[config.mk]
export PLATFORM = sky130hd
export DESIGN_NAME = ahbl_narrow_bridge
export DESIGN_NICKNAME = d
export VERILOG_FILES = /design/src/rtl/ahbl_narrow_bridge.sv
export SDC_FILE = /design/constraint.sdc
export NUM_CORES = 1
export LEC_CHECK = 0
export BUFFER_PORTS_ARGS = -buffer_cell sky130_fd_sc_hd__buf_2
export CAP_MARGIN = 15
export CORE_UTILIZATION = 40
export CTS_CLUSTER_DIAMETER = 80
export DETAILED_ROUTE_END_ITERATION = 10
export PLACE_DENSITY = 0.81
export SLEW_MARGIN = 40
export SYNTH_ARGS = -nofsm -noshare
export SYNTH_HDL_FRONTEND = slang
export SYNTH_SLANG_ARGS = --single-unit
[constraint.sdc]
create_clock -name clk -period 1.9 [get_ports clk]
set_input_delay 0.285 -clock clk [delete_from_list [all_inputs] [get_ports clk]]
set_output_delay 0.285 -clock clk [all_outputs]
set_load 0.005 [all_outputs]
[src/rtl/ahbl_narrow_bridge.sv]
// AHB-Lite 32-bit slave to 16-bit AHB-Lite master bridge.
// Word accesses become two halfword beats (NONSEQ low, SEQ high). Byte and
// halfword accesses pass straight through as a single beat. The second beat's
// address phase overlaps the first beat's data phase, so a word costs the
// upstream master one extra cycle when the downstream slave has no wait states.
module ahbl_narrow_bridge #(
    parameter int W_ADDR = 32
) (
    input  logic              clk,
    input  logic              rst_n,
    // upstream (32-bit slave side)
    output logic              s_hready_resp,
    input  logic              s_hready,
    output logic              s_hresp,
    input  logic [W_ADDR-1:0] s_haddr,
    input  logic              s_hwrite,
    input  logic [1:0]        s_htrans,
    input  logic [2:0]        s_hsize,
    input  logic [2:0]        s_hburst,
    input  logic [3:0]        s_hprot,
    input  logic              s_hmastlock,
    input  logic [31:0]       s_hwdata,
    output logic [31:0]       s_hrdata,
    // downstream (16-bit master side)
    input  logic              m_hready_resp,
    input  logic              m_hresp,
    output logic [W_ADDR-1:0] m_haddr,
    output logic              m_hwrite,
    output logic [1:0]        m_htrans,
    output logic [2:0]        m_hsize,
    output logic [2:0]        m_hburst,
    output logic [3:0]        m_hprot,
    output logic              m_hmastlock,
    output logic [15:0]       m_hwdata,
    input  logic [15:0]       m_hrdata
);

    // State names the data phase currently in flight downstream.
    typedef enum logic [1:0] {
        ST_IDLE   = 2'd0,
        ST_NARROW = 2'd1,
        ST_W0     = 2'd2,
        ST_W1     = 2'd3
    } state_t;

    state_t              r_state;
    state_t              w_state_nx;
    logic [W_ADDR-1:2]   r_addr;     // word address of the access being split
    logic                r_write;
    logic [3:0]          r_prot;
    logic                r_a1;       // halfword lane of the current narrow access
    logic [15:0]         r_lo;       // low halfword of a word read

    logic                w_req;
    logic                w_word;
    logic                w_accept;
    logic                w_unused;

    assign w_req    = s_hready && s_htrans[1];
    assign w_word   = (s_hsize == 3'd2);
    // A new upstream request is taken whenever the bridge is not issuing its own beat.
    assign w_accept = m_hready_resp && (r_state != ST_W0) && w_req;

    // Downstream slaves here only ever answer OKAY; burst and lock are not forwarded.
    assign w_unused    = ^{s_hburst, s_hmastlock, m_hresp};
    assign s_hresp     = 1'b0;
    assign m_hburst    = 3'b000;
    assign m_hmastlock = 1'b0;

    // State register; reset drops any half-finished word without issuing beat 1.
    always_ff @(posedge clk or negedge rst_n) begin
        if (!rst_n) r_state <= ST_IDLE;
        else        r_state <= w_state_nx;
    end

    // Capture the request on its accepting edge and the low read halfword at end of W0.
    always_ff @(posedge clk or negedge rst_n) begin
        if (!rst_n) begin
            r_addr  <= '0;
            r_write <= 1'b0;
            r_prot  <= 4'h0;
            r_a1    <= 1'b0;
            r_lo    <= 16'h0;
        end else begin
            if (w_accept) begin
                r_addr  <= s_haddr[W_ADDR-1:2];
                r_write <= s_hwrite;
                r_prot  <= s_hprot;
                r_a1    <= s_haddr[1];
            end
            if (r_state == ST_W0 && m_hready_resp) r_lo <= m_hrdata;
        end
    end

    // Next state plus all downstream address/data and upstream response muxing.
    always_comb begin
        w_state_nx    = r_state;
        m_htrans      = s_htrans & {2{s_hready}};
        m_haddr       = s_haddr;
        m_hsize       = s_hsize;
        m_hwrite      = s_hwrite;
        m_hprot       = s_hprot;
        m_hwdata      = r_a1 ? s_hwdata[31:16] : s_hwdata[15:0];
        s_hrdata      = {m_hrdata, m_hrdata};
        s_hready_resp = m_hready_resp;

        if (r_state == ST_W0) begin
            // Bridge-generated high beat; upstream is held off for this cycle.
            m_htrans      = 2'b11;
            m_haddr       = {r_addr, 2'b10};
            m_hsize       = 3'd1;
            m_hwrite      = r_write;
            m_hprot       = r_prot;
            m_hwdata      = s_hwdata[15:0];
            s_hready_resp = 1'b0;
            if (m_hready_resp) w_state_nx = ST_W1;
        end else begin
            if (w_req && w_word) begin
                m_htrans = 2'b10;
                m_haddr  = {s_haddr[W_ADDR-1:2], 2'b00};
                m_hsize  = 3'd1;
            end
            if (r_state == ST_W1) begin
                m_hwdata = s_hwdata[31:16];
                s_hrdata = {m_hrdata, r_lo};
            end
            if (m_hready_resp) begin
                if (!w_req)      w_state_nx = ST_IDLE;
                else if (w_word) w_state_nx = ST_W0;
                else             w_state_nx = ST_NARROW;
            end
        end
    end

endmodule

After elaboration in Yosys (flattened, before gate mapping):

Index checks and enable logic that the tools add are counted.

* input port bits: 99
* flip-flop bits (word level): 54
* logic and storage cells: 35

* multiplexer cells: 19
* reduce and logical (&&, ||, !) cells: 5
* bitwise logic cells: 1
* equality and inequality tests: 4

Operators with widths (count)
* 16-bit two-way mux: 5
* 32-bit two-way mux: 1
* 2-bit two-way mux: 8
* 3-bit two-way mux: 2
* 1-bit logical AND: 5
* 2-bit equality test, second input constant: 2
* 4-bit two-way mux: 1
* 3-bit by 2-bit equality test with 1-bit output, second input constant: 1
* 2-bit bitwise AND: 1
* 1-bit two-way mux: 2
* 2-bit inequality test, second input constant: 1

Longest topological paths before layout:

* word-level depth: 5
* depth in mapped cells: 5
* mapped depth without buffers: 3

Worst setup path after synthesis:

OpenSTA, ideal clock, no wires.

* path kind: register to output
* start point: register r_state[1]
* end point: output m_hwdata[10]
* stages on the path, launching flop included: 4
* slack: 0.105 ns
* arrival time: 1.510 ns
* cells stage by stage: dfrtp_1 -> mux2i_1 -> buf_2 -> mux2_2

* cells in the longest elaborated chain, start to end: 3

Ends and longest elaborated chain
* start: declaration: line 46 `state_t r_state;`
* start signal: assignment: line 73 `else r_state <= w_state_nx;`
* 2-bit equality test: line 123 `if (r_state == ST_W1) begin`
* 16-bit two-way mux: line 123
* 16-bit two-way mux (*): line 107 `if (r_state == ST_W0) begin`
* end: declaration: line 34 `output logic [15:0] m_hwdata,`

Every way passes the cells marked *; elsewhere a longest branch is shown, timed or not.

Final worst setup path:

* start point: register r_state[1]
* end point: output m_hwdata[4]

The elaborated chain is that of the path after synthesis.

==> results_dict.tcl <==
set metrics [dict create \
    cts_tree "done" \
    core-area_um2 7730 \
    drc 0 \
    ys_seq_area_share_pct 42.5 \
    place_area_um2 4090 \
    period_share_pct 102 \
    end_kind "output pin" \
    synth-simple-area-share_pct 15.3 \
    max_freq_mhz 515 \
    cp.arrival_ns 1.66 \
    hold_viol 0 \
    fin_setup_tns_ns -0.137 \
    worst_slew_pin_slew_ns 0.680 \
    instances_no_fill 577 \
    nFillCells 662 \
    period_minus_slack_ns 1.94 \
    cp.required_ns 1.62 \
    root_buffer "clkbuf_8" \
    cts_hold_buf 0 \
    clockBufferDepth 2 \
    worst-r2r-cell-count 4 \
    grt_pass1_vias 2636 \
    die_w_um 91.2 \
    startpoint "r_state[1]" \
    final_core_util_pct 56.9 \
    dp_hpwl_mm 5.60 \
    final_common_cell "buf_2" \
    power_density_nw_per_um2 772 \
    criticalPathCategory "reg2out" \
    wl_mm 8.03 \
    cts_buffers 5 \
    synthAdderAreaFrac_pct 0 \
    synth-compound-area-share_pct 0.826 \
    skew_ns 0.00563 \
    antennaDiodeCount 0 \
    ys_seq_elements 54 \
    ir_drop_uv 462 \
    run_status "complete, but fails checks" \
    slew_violations 0 \
    worstPathMaxFanout 8 \
    pre_cts_slack_ns 0.164 \
    netlist_instances 304 \
    vias_per_cell 4.82 \
    grt_max_degree 55 \
    die_h_um 91.2 \
    finalSetupViolations 14 \
    final_layout_size_suffix_gt1_share_pct 62.1 \
    rsz0062_at_grt "true" \
    fin_area_um2 4400 \
    io_pins 195 \
    violations "negative setup slack" \
    cts.clk_slew.worst_paths_ns 0.10 \
    layout_common_cells "174 x buf_2, 111 x nand2_1, 52 x dfrtp_1, 44 x mux2_2, 40 x mux2_4" \
    finalWeightedCongestion 0.752 \
    yosysWarnings 0 \
    area_delta_synth_final_pct 38.2 \
    setup_ws_ns -0.0410 \
    relSlewSlack_pct 54.7 \
    drt_iter0_markers 81 \
    ys_types 26 \
    grt_use_total_pct 18.0 \
    synthMuxAreaShare_pct 33.6 \
    dp_cells 565 \
    rows 32 \
    synth_top_family_by_area "multiplexers" \
    worst_setup_path_start_kind "register" \
    layout.area.seq_um2 1350 \
    dr.pass1.iters 4 \
    critical_path.reg2reg.startpoint "r_state[1]" \
    max-cap-violations 0 \
    antenna_found_initial 0 \
    p_leak_nw 2.48 \
    nets 573 \
    clkSinkCount 54 \
    avgSynthCellArea_um2 10.5 \
    yosys.area_share.xor_xnor_pct 0 \
    vias 2779 \
    htreeDepth 2 \
    grt.overflow.total 0 \
    syn_area_um2 3180 \
    multi_input_area_um2 1660 \
    die_area_um2 8320 \
    hold_path_class "in2async" \
    grt_pass1_wl_mm 12.1 \
    clkLatencyLatePin_ns 0.30 \
    routedWlPerCell_um 13.9 \
    port_buffers 184 \
    start_util_pct 41.2 \
    final_antenna_net_count 0 \
]
where the power goes:
part | internal [mW] | switching (mW) | leakage, nW
Sequential | 1.42 | 0.152 | 0.653
Clock | 0.389 | 0.371 | 0.0579
Combinational | 0.677 | 0.385 | 1.77
per-stage QoR:
stage	hold WS (ns)	total power, mW
6_report	0.0950	3.40
3_5_place_dp	0.453	2.53
4_1_cts	0.108	3.31
2_1_floorplan	-0.0106	2.16
3_3_place_gp	0.444	2.48
5_1_grt	0.141	3.60
final cells by class:
class                           instances  share of cell area [%]
Multi-Input combinational cell        217                    37.8
Tap cell                              102                    2.90
Clock buffer                            5                    1.56
Timing Repair Buffer                  195                    25.9
Inverter                                1                  0.0853
Sequential cell                        54                    30.8
Clock inverter                          3                   0.910
registers in the layout, summed over array words and instances, names as in the netlist:
name,flops
r_write,1
r_state,2
r_a1,1
r_addr,30
r_prot,4
r_lo,16
cell usage after synthesis:
library cell | instances | area (um2)
a31o_2 | 1 | 8.76
buf_2 | 3 | 15.0
mux2_4 | 30 | 450
nand2_1 | 111 | 417
nor3b_1 | 1 | 7.51
nor2_1 | 2 | 7.51
a21oi_1 | 1 | 5.00
o21ai_0 | 1 | 5.00
or2_2 | 1 | 6.26
buf_6 | 3 | 33.8
and2_1 | 1 | 6.26
buf_1 | 2 | 7.51
mux2i_1 | 1 | 10.0
clkbuf_1 | 7 | 26.3
dfrtp_1 | 54 | 1350
inv_1 | 1 | 3.75
nand2b_1 | 1 | 6.26
nor2b_1 | 1 | 6.26
buf_4 | 21 | 158
conb_1 | 1 | 3.75
a21o_1 | 1 | 7.51
nand3_1 | 1 | 5.00
or3_1 | 1 | 6.26
mux2_2 | 54 | 608
nand3b_1 | 1 | 7.51
and3_1 | 2 | 12.5
kinds of logic after synthesis:
family	Yosys count
compound gates	4
buf+inv	37
flops	54
mux	85
other cells	1
simple gates	123
what timing repair did:
action | CTS | global route
resized for setup | 2 | 35
setup buffers | 1 | 1
endpoints found under the hold margin | 0 | 0
endpoints found under the setup margin | 16 | 71
cloned | 0 | 2
worst max-delay path: stages (launching register included):
cell,delay (ns)
dfrtp_2,0.42
mux2i_4,0.27
buf_6,0.17
mux2_2,0.36
buf_2,0.13
path summary, 6_finish.rpt:
path / to / slack (ns)
min in group clk: r_addr[15] / 0.22
max in group asynchronous: r_state[1] / 1.33
setup reg to reg: r_prot[0] / 0.10
hold / removal: r_lo[0] / 0.09
hold reg to reg: r_lo[7] / 0.51
setup / recovery: m_hwdata[4] / -0.04
layer usage:
metal  share of wire (%)  GRT usage [%]  routed length (um)
met4                0.82           2.78                  66
met1                  43           21.5                3440
met5                   0              0                   0
met2                  51           34.1                4090
met3                 5.4           3.18                 431
No activity file was read; power rests on OpenSTA's default activity.
